## src/rtl/menu_nav_ctrl.sv

```systemverilog
// menu_nav_ctrl
//   Menu navigation controller sitting between the USB keycode path and the
//   menu sprite/colour mapper. Raw keycode levels are sampled once per frame
//   tick, edge-detected into presses, and used to move a cursor over
//   NUM_ITEMS entries, confirm a selection and finally launch the game.
//
// Ports
//   Clk        in   system clock (50 MHz)
//   Reset      in   synchronous, active-high reset
//   frame_clk  in   vsync-derived frame clock, asynchronous to Clk
//   keycode    in   currently pressed key, 8'h00 = none
//   cursor     out  highlighted entry index (never above NUM_ITEMS-1)
//   menu_state out  0 = TITLE, 1 = NAV, 2 = CONFIRM, 3 = LAUNCH
//   blink      out  highlight visibility for the renderer
//   selected   out  entry latched on Enter
//   start_game out  high only while in LAUNCH
//
// Build option
//   MENU_AUTOREPEAT_EN : when defined, Up/Down held unchanged in NAV repeat
//                        after 20 ticks and then every 6 ticks. When
//                        undefined, only edge presses move the cursor.
//
// States
//   TITLE   | title screen, waiting for any key press
//   NAV     | cursor moves with Up/Down, Enter selects
//   CONFIRM | selection blinking, Back cancels, launches after CONFIRM_FRAMES
//   LAUNCH  | start_game asserted, held until Reset

module menu_nav_ctrl #(
    parameter int          NUM_ITEMS      = 4,
    parameter int          WRAP           = 1,
    parameter int          CONFIRM_FRAMES = 32,
    parameter int          BLINK_FRAMES   = 8,
    parameter logic [7:0]  KEY_UP         = 8'h52,
    parameter logic [7:0]  KEY_DOWN       = 8'h51,
    parameter logic [7:0]  KEY_ENTER      = 8'h58,
    parameter logic [7:0]  KEY_BACK       = 8'h29,
    localparam int         IDX_W          = ($clog2(NUM_ITEMS) > 1) ? $clog2(NUM_ITEMS) : 1
) (
    input  logic             Clk,
    input  logic             Reset,
    input  logic             frame_clk,
    input  logic [7:0]       keycode,
    output logic [IDX_W-1:0] cursor,
    output logic [1:0]       menu_state,
    output logic             blink,
    output logic [IDX_W-1:0] selected,
    output logic             start_game
);

    typedef enum logic [1:0] {
        ST_TITLE   = 2'd0,
        ST_NAV     = 2'd1,
        ST_CONFIRM = 2'd2,
        ST_LAUNCH  = 2'd3
    } state_t;

    localparam logic [IDX_W-1:0] LAST_IDX   = IDX_W'(NUM_ITEMS - 1);
    localparam logic [7:0]       CONF_LAST  = 8'(CONFIRM_FRAMES - 1);
    localparam logic [7:0]       BLINK_LAST = 8'(BLINK_FRAMES - 1);

    // frame_clk synchroniser and rising-edge detector
    logic sync1_q, sync2_q, sync3_q;
    logic tick;

    state_t           state_q, state_d;
    logic [IDX_W-1:0] cursor_q, cursor_d;
    logic [IDX_W-1:0] selected_q, selected_d;
    logic             blink_q, blink_d;
    logic             start_game_q;
    logic [7:0]       confirm_cnt_q, confirm_cnt_d;
    logic [7:0]       blink_cnt_q, blink_cnt_d;
    logic [7:0]       prev_key_q, prev_key_d;

    logic press;
    logic move_up;
    logic move_down;

`ifdef MENU_AUTOREPEAT_EN
    localparam logic [4:0] RPT_FIRST = 5'd20;
    localparam logic [4:0] RPT_NEXT  = 5'd26;

    // hold_cnt counts ticks the current Up/Down key has been held, with the
    // press tick counted as 1; after the first repeat it cycles 20..25.
    logic [4:0] hold_cnt_q, hold_cnt_d;
    logic [4:0] hold_next;
    logic       rpt;
`endif

    always_ff @(posedge Clk) begin
        if (Reset) begin
            sync1_q <= 1'b0;
            sync2_q <= 1'b0;
            sync3_q <= 1'b0;
        end else begin
            sync1_q <= frame_clk;
            sync2_q <= sync1_q;
            sync3_q <= sync2_q;
        end
    end

    // High for one Clk cycle; the state update lands on the third Clk edge
    // after frame_clk rises.
    assign tick  = sync2_q & ~sync3_q;

    assign press = (keycode != 8'h00) && (keycode != prev_key_q);

    always_ff @(posedge Clk) begin
        if (Reset) begin
            state_q       <= ST_TITLE;
            cursor_q      <= '0;
            selected_q    <= '0;
            blink_q       <= 1'b1;
            start_game_q  <= 1'b0;
            confirm_cnt_q <= 8'd0;
            blink_cnt_q   <= 8'd0;
            prev_key_q    <= 8'h00;
        end else begin
            state_q       <= state_d;
            cursor_q      <= cursor_d;
            selected_q    <= selected_d;
            blink_q       <= blink_d;
            start_game_q  <= (state_d == ST_LAUNCH);
            confirm_cnt_q <= confirm_cnt_d;
            blink_cnt_q   <= blink_cnt_d;
            prev_key_q    <= prev_key_d;
        end
    end

`ifdef MENU_AUTOREPEAT_EN
    always_ff @(posedge Clk) begin
        if (Reset) begin
            hold_cnt_q <= 5'd0;
        end else begin
            hold_cnt_q <= hold_cnt_d;
        end
    end
`endif

    always_comb begin
        state_d       = state_q;
        cursor_d      = cursor_q;
        selected_d    = selected_q;
        blink_d       = blink_q;
        confirm_cnt_d = confirm_cnt_q;
        blink_cnt_d   = blink_cnt_q;
        prev_key_d    = prev_key_q;
        move_up       = 1'b0;
        move_down     = 1'b0;
`ifdef MENU_AUTOREPEAT_EN
        hold_cnt_d    = hold_cnt_q;
        hold_next     = hold_cnt_q + 5'd1;
        rpt           = 1'b0;
`endif

        if (tick) begin
            prev_key_d = keycode;

`ifdef MENU_AUTOREPEAT_EN
            // Anything other than Up/Down held in NAV clears the hold count.
            hold_cnt_d = 5'd0;
            if ((state_q == ST_NAV) && ((keycode == KEY_UP) || (keycode == KEY_DOWN))) begin
                if (press) begin
                    hold_cnt_d = 5'd1;
                end else if (hold_next == RPT_FIRST) begin
                    rpt        = 1'b1;
                    hold_cnt_d = hold_next;
                end else if (hold_next == RPT_NEXT) begin
                    rpt        = 1'b1;
                    hold_cnt_d = RPT_FIRST;
                end else begin
                    hold_cnt_d = hold_next;
                end
            end
`endif

            case (state_q)
                ST_TITLE: begin
                    if (press) begin
                        state_d  = ST_NAV;
                        cursor_d = '0;
                    end
                end

                ST_NAV: begin
                    move_up   = press && (keycode == KEY_UP);
                    move_down = press && (keycode == KEY_DOWN);
`ifdef MENU_AUTOREPEAT_EN
                    if (rpt) begin
                        move_up   = (keycode == KEY_UP);
                        move_down = (keycode == KEY_DOWN);
                    end
`endif
                    if (press && (keycode == KEY_ENTER)) begin
                        selected_d    = cursor_q;
                        state_d       = ST_CONFIRM;
                        confirm_cnt_d = 8'd0;
                        blink_cnt_d   = 8'd0;
                        blink_d       = 1'b1;
                    end
                end

                ST_CONFIRM: begin
                    if (press && (keycode == KEY_BACK)) begin
                        // Back wins even on the final confirm tick.
                        state_d       = ST_NAV;
                        blink_d       = 1'b1;
                        confirm_cnt_d = 8'd0;
                        blink_cnt_d   = 8'd0;
                    end else if (confirm_cnt_q == CONF_LAST) begin
                        state_d       = ST_LAUNCH;
                        blink_d       = 1'b1;
                        confirm_cnt_d = confirm_cnt_q + 8'd1;
                    end else begin
                        confirm_cnt_d = confirm_cnt_q + 8'd1;
                        if (blink_cnt_q == BLINK_LAST) begin
                            blink_d     = ~blink_q;
                            blink_cnt_d = 8'd0;
                        end else begin
                            blink_cnt_d = blink_cnt_q + 8'd1;
                        end
                    end
                end

                ST_LAUNCH: begin
                    blink_d = 1'b1;
                end

                default: begin
                    state_d = ST_TITLE;
                end
            endcase

            // Explicit end-of-range compares: NUM_ITEMS need not be a power of 2.
            if (move_up) begin
                if (cursor_q == '0) begin
                    cursor_d = (WRAP != 0) ? LAST_IDX : '0;
                end else begin
                    cursor_d = cursor_q - IDX_W'(1);
                end
            end else if (move_down) begin
                if (cursor_q >= LAST_IDX) begin
                    cursor_d = (WRAP != 0) ? '0 : LAST_IDX;
                end else begin
                    cursor_d = cursor_q + IDX_W'(1);
                end
            end
        end
    end

    assign cursor     = cursor_q;
    assign menu_state = state_q;
    assign blink      = blink_q;
    assign selected   = selected_q;
    assign start_game = start_game_q;

endmodule

```

## config.mk

```make
export PLATFORM = sky130hd
export DESIGN_NAME = menu_nav_ctrl
export DESIGN_NICKNAME = d
export VERILOG_FILES = /design/src/rtl/menu_nav_ctrl.sv
export SDC_FILE = /design/constraint.sdc
export NUM_CORES = 1
export LEC_CHECK = 0
export ABC_AREA = 1
export BUFFER_PORTS_ARGS = -buffer_cell sky130_fd_sc_hd__buf_4
export CAP_MARGIN = 5
export CELL_PAD_IN_SITES_DETAIL_PLACEMENT = 1
export CELL_PAD_IN_SITES_GLOBAL_PLACEMENT = 1
export CORE_UTILIZATION = 45
export CTS_CLUSTER_SIZE = 8
export DETAILED_ROUTE_END_ITERATION = 7
export PLACE_DENSITY = 0.95
export SETUP_SLACK_MARGIN = 0.2
export SYNTH_ARGS = -nofsm -noshare
export SYNTH_HDL_FRONTEND = slang
export SYNTH_SLANG_ARGS = --single-unit
```

## constraint.sdc

```tcl
create_clock -name Clk -period 5 [get_ports Clk]
set_input_delay 0.5 -clock Clk [delete_from_list [all_inputs] [get_ports Clk]]
set_output_delay 0.5 -clock Clk [all_outputs]
set_load 0.02 [all_outputs]
```

# Word level (Yosys, flattened, before mapping)
# Index checks and enable logic that the tools add are counted.
[totals] wordCells=78 out_inout_bits=8 inputBits=11 reg_bits=35
[op_classes] order_cmp=1 n_eq_ne=14 addsub=4 bitwise=3 reduce_logical=17 mux=28
[op_table] cell="$mux W8" count=5
[op_table] cell="$pmux W8 S2" count=2
[op_table] cell="$eq A8 B7 Y1 const B" count=3
[op_table] cell="$mux W2" count=11
[op_table] cell="$add A8 B1 Y8 const B" count=2
[op_table] cell="$reduce_and A3 Y1" count=3
[op_table] cell="$reduce_bool A3 Y1" count=3
[op_table] cell="$eq A8 B3 Y1 const B" count=1
[op_table] cell="$eq A8 B5 Y1 const B" count=1
[op_table] cell="$eq A8 B6 Y1 const B" count=1
[op_table] cell="$mux W1" count=8
[op_table] cell="$ne A8 B8 Y1" count=1
[op_table] cell="$reduce_and A4 Y1" count=2
[op_table] cell="$reduce_bool A8 Y1" count=1
[op_table] cell="$eq A2 B2 Y1 const B" count=3
[op_table] cell="$pmux W2 S3" count=1
[op_table] cell="$logic_and A1 B1 Y1" count=5
[op_table] cell="$logic_not A2 Y1" count=2
[op_table] cell="$ne A4 B4 Y1 const B" count=1
[op_table] cell="$ne A3 B3 Y1 const B" count=1
[op_table] cell="$pmux W1 S3" count=1
[op_table] cell="$add A2 B1 Y2 const B" count=1
[op_table] cell="$eq A2 B1 Y1 const B" count=1
[op_table] cell="$ge A2 B2 Y1 const B" count=1
[op_table] cell="5 further kinds" count=6

# Depth between registers and ports, before layout
[logic_depth] depth_word=7 depth_mapped=12

# Least setup slack after synthesis
# No wires, ideal clock.
[synth_path] kind="input port to flip-flop" startpoint="in keycode[3]" endpoint="reg confirm_cnt_q[4]" slack_ns=3.362 required_ns=4.885 path_stages=10 n_path_buf=1 arrival_time_ns=1.523 cell_sequence="inv_1 -> nor2_1 -> nand2_1 -> nor3_4 -> nand4_4 -> nand2_4 -> buf_8 -> o21ai_0 -> nand2_1 -> nor2_1"
[synth_between] elab_chain_cells=5
[synth_rtl] element="start, declared" line="43" source="input logic [7:0] keycode,"
[synth_rtl] element="$ne A8 B8 Y1 / $reduce_bool A8 Y1 (equally long branches)" line="106" source="assign press = (keycode != 8'h00) && (keycode != prev_key_q);"
[synth_rtl] element="$logic_and A1 B1 Y1" line="106"
[synth_rtl] element="$logic_and A1 B1 Y1 (on tied branches)" line="204, 194"
[synth_rtl] element="$mux W8 / $ne A2 B2 Y1 (equally long branches)"
[synth_rtl] element="$pmux W8 S2 / $reduce_and A3 Y1 (equally long branches)"
[synth_rtl] element="end signal, assigned" line="124" source="confirm_cnt_q <= confirm_cnt_d;"
[synth_rtl] element="end, declared" line="71" source="logic [7:0] confirm_cnt_q, confirm_cnt_d;"
# Parallel ways exist; a longest one is shown, timed or not.
# A chain may end at the register's enable or synchronous reset.

# Worst setup path in the final report
[layout_path] startpoint="reg sync2_q" endpoint="reg blink_cnt_q[6]"
[layout_between] elab_chain_cells=2
[layout_rtl] element="start, declared" line="63" source="logic sync1_q, sync2_q, sync3_q;"
[layout_rtl] element="start signal, assigned" line="97" source="sync2_q <= sync1_q;"
[layout_rtl] element="$and A1 B1 Y1" line="104" source="assign tick = sync2_q & ~sync3_q;"
[layout_rtl] element="$reduce_and A4 Y1 (no source line)"
[layout_rtl] element="end signal, assigned" line="125" source="blink_cnt_q <= blink_cnt_d;"
[layout_rtl] element="end, declared" line="72" source="logic [7:0] blink_cnt_q, blink_cnt_d;"
# Every way passes these cells.

==> impl_results.md <==
- TritonCTS clock tree: done
- Drt first pass iters: 4
- Commonest non-fill, non-tap cell in the layout: nand2_1
- Setup Fix Bufs, Post-CTS: 0
- Max-cap violation count: 0
- Unrepaired setup endpoints after global routing: no
- Initial antenna violation count: 0
- CP Data Arrival Time: 2.49 ns
- Top Metal Used: met4
- Seq cells post-synth: 35
- CTS Buffer Depth: 2
- Pleak: 1.039 nW
- Num ports: 19
- Initial drt markers: 65
- WP data required: 5.22 ns
- Synth Instances: 319
- Final Hold Fails: 0
- Crit path max fanout: 25
- Met3 wire len: 181 µm
- Overall power: 0.5563 mW
- ANT nets after route: 0
- Ys flop type: dfxtp_1
- Total number of vias: 2088
- Result of the run: finished, final reports clean
- GP Congestion: 0.8267
- CP endpoint: blink_cnt_q[6]
- Crit start category: register
- Final #Nets: 351
- CTS Root Cell: clkbuf_8
- Setup CP Type: register to register
- Share of cells above drive strength 1: 11.28%
- Drt total wl: 5.604 mm
- Slowest cell delay on critical path: 0.67 ns
- Pin count of the biggest net entering global routing: 26
- Vias in the first global route: 2016
- Worst vdd ir: 0.1728 mV
- Die Y-Extent: 69.96 µm
- Drt wl/cell: 14.41 µm
- Cts bufs inserted: 5
- Hold Crit Depth: 3
- Area growth, synth to finish: 10.96%
- Core Rows: 24
- Top achievable clock speed: 0.4409 GHz
- Reg2reg path depth: 8
- Hold Buf Count CTS: 0
- Post-synth EDFFs: 0
- Gr usage total: 24.14%
- Setup_tns: 0 ns
- Clk sinks: 35
- Clock Skew: 0.009575 ns
- PD cells: 241.2 nW/µm²
- R2R setup slack: 2.73 ns
- Core ar.: 4384 µm²
- Minimum clock period: 2.268 ns
- Post-synth ARST share: 0%
- Total gr overflow: 0
- Reg2reg end: blink_cnt_q[6]
- Worst Tran Pin Value: 0.8797 ns
- Crit end category: register
- Synthesized Nets: 334
- Worst-path clk slew: 0.07 ns
- Ys Warns: 0
- Metal-1 WL: 2.673 mm
- Avg Inst Size Synth: 6.515 µm²
- First-pass GRT wire length: 9.466 mm
- Distinct cells, synth: 28
- Antenna diodes: 0
- Die area: 4894 µm²
- Post-Syn Area: 2078 µm²
- H-tree levels: 2
- CP max-delay cell: or2_0
- Filler instances: 613
- Hpwl dp: 3.917 mm
- Sequential share of the synthesized area: 33.71%
- Final setup viols: 0
- Commonest non-fill, non-tap cells in the layout: nand2_1 (79), nor2_1 (49), inv_1 (43)
- Fin crit share: 45.36%
- Starting density of the core: 47.40%
- Origin of the worst setup path: sync2_q
- I/O Buffers: 18
- Skew-Pair Late Insertion Delay: 0.30 ns
- CP cell instances: inv_1 -> or2_0 -> inv_1 -> nand2_1 -> nand2_4 -> nand2_2 -> nand2_1 -> a21oi_1
- Worst slew margin: 41.35%
- Reg2Reg Launch Point: sync2_q
- Cts repair resizes: 0
- Remaining DRCs: 0
- Via density: 5.368
- Final Max Tran Viols: 0
- Hold Path Class: input port to register
- Chip width: 69.96 µm
- Routed wl met2: 2.611 mm
-- area by class of cell --
| cell class | count | area (µm²) | share of cell area (%) |
|---|---|---|---|
| tap | 52 | 65.06 | 2.821 |
| sequential | 35 | 700.7 | 30.39 |
| timing repair buffer | 18 | 135.1 | 5.860 |
| clock inverter | 3 | 20.02 | 0.8682 |
| multi-input combinational | 233 | 1155 | 50.08 |
| clock buffer | 5 | 68.82 | 2.984 |
| inverter | 43 | 161.4 | 6.999 |
-- cell usage after synthesis (3+ instances only) --
master	number	area share, %
nand2_1	79	14
xor2_1	3	1.3
xnor2_1	6	2.5
ha_1	4	2.4
o21ai_1	3	0.72
nand3_2	4	1.9
o21ai_0	15	3.6
a21oi_1	25	6.0
dfxtp_1	35	34
nand4_1	6	1.8
nand3_1	24	5.8
clkbuf_1	4	0.72
inv_1	43	7.8
nor2_1	49	8.9
-- worst min-delay path by stage --
stage	from	endpoint	slack (ns)
after floorplan	sync1_q	sync2_q	0.39
after global placement	sync1_q	sync2_q	0.40
after detailed placement	sync1_q	sync2_q	0.41
after CTS	frame_clk	sync1_q	0.41
after global routing	frame_clk	sync1_q	0.40
final	frame_clk	sync1_q	0.41
-- power breakdown --
part	leakage, nW	internal, mW	switching [mW]	total (mW)
logic	0.715	0.0186	0.0324	0.0510
clock network	0.0402	0.0971	0.120	0.217
registers	0.284	0.284	0.00405	0.288
-- state kept, by name, indices dropped and copies added, names as in the netlist --
register       count
blink              1
blink_cnt_q        8
confirm_cnt_q      8
cursor             2
menu_state         2
prev_key_q         8
selected           2
start_game         1
sync1_q            1
sync2_q            1
sync3_q            1
-- critical path: cells and delay by family, from the launching register on --
kind                   cells  cell delay [ns]
AOI/OAI and AO/OA          1             0.14
buffers and inverters      2             0.37
DFF                        1             0.30
and+or+nand+nor            5             1.38
-- kinds of logic (layout without fill, tap and decap cells) --
family	count (synthesis)	in the layout	share of synthesized area (%)
AND/OR/NAND/NOR	174	174	37.87
buffers and inverters	51	69	10.72
XOR/XNOR	9	9	3.793
AO/OA/AOI/OAI	46	46	11.50
flip-flops	35	35	33.71
adder cells (fa/ha/maj)	4	4	2.408
-- metal layers --
layer	track usage, %	vias up
met1	30.94	992
met3	5.628	18
met5	0	-
met4	9.111	0
met2	39.32	34
li1	-	1044
-- stage by stage --
| step | util (%) | setup WS, ns | hold slack (ns) | instance area (µm²) | cells |
|---|---|---|---|---|---|
| floorplan | - | 3.362 | 0.3883 | 2078 | 319 |
| global placement | 50.57 | 2.823 | 0.3988 | 2217 | 381 |
| detailed placement | 50.57 | 2.704 | 0.4071 | 2217 | 381 |
| CTS | 52.60 | 2.758 | 0.4054 | 2306 | 389 |
| global route | 52.60 | 2.490 | 0.3997 | 2306 | 389 |
| finish | 52.60 | 2.732 | 0.4067 | 2306 | 389 |
(Power assumes the default switching activity.)
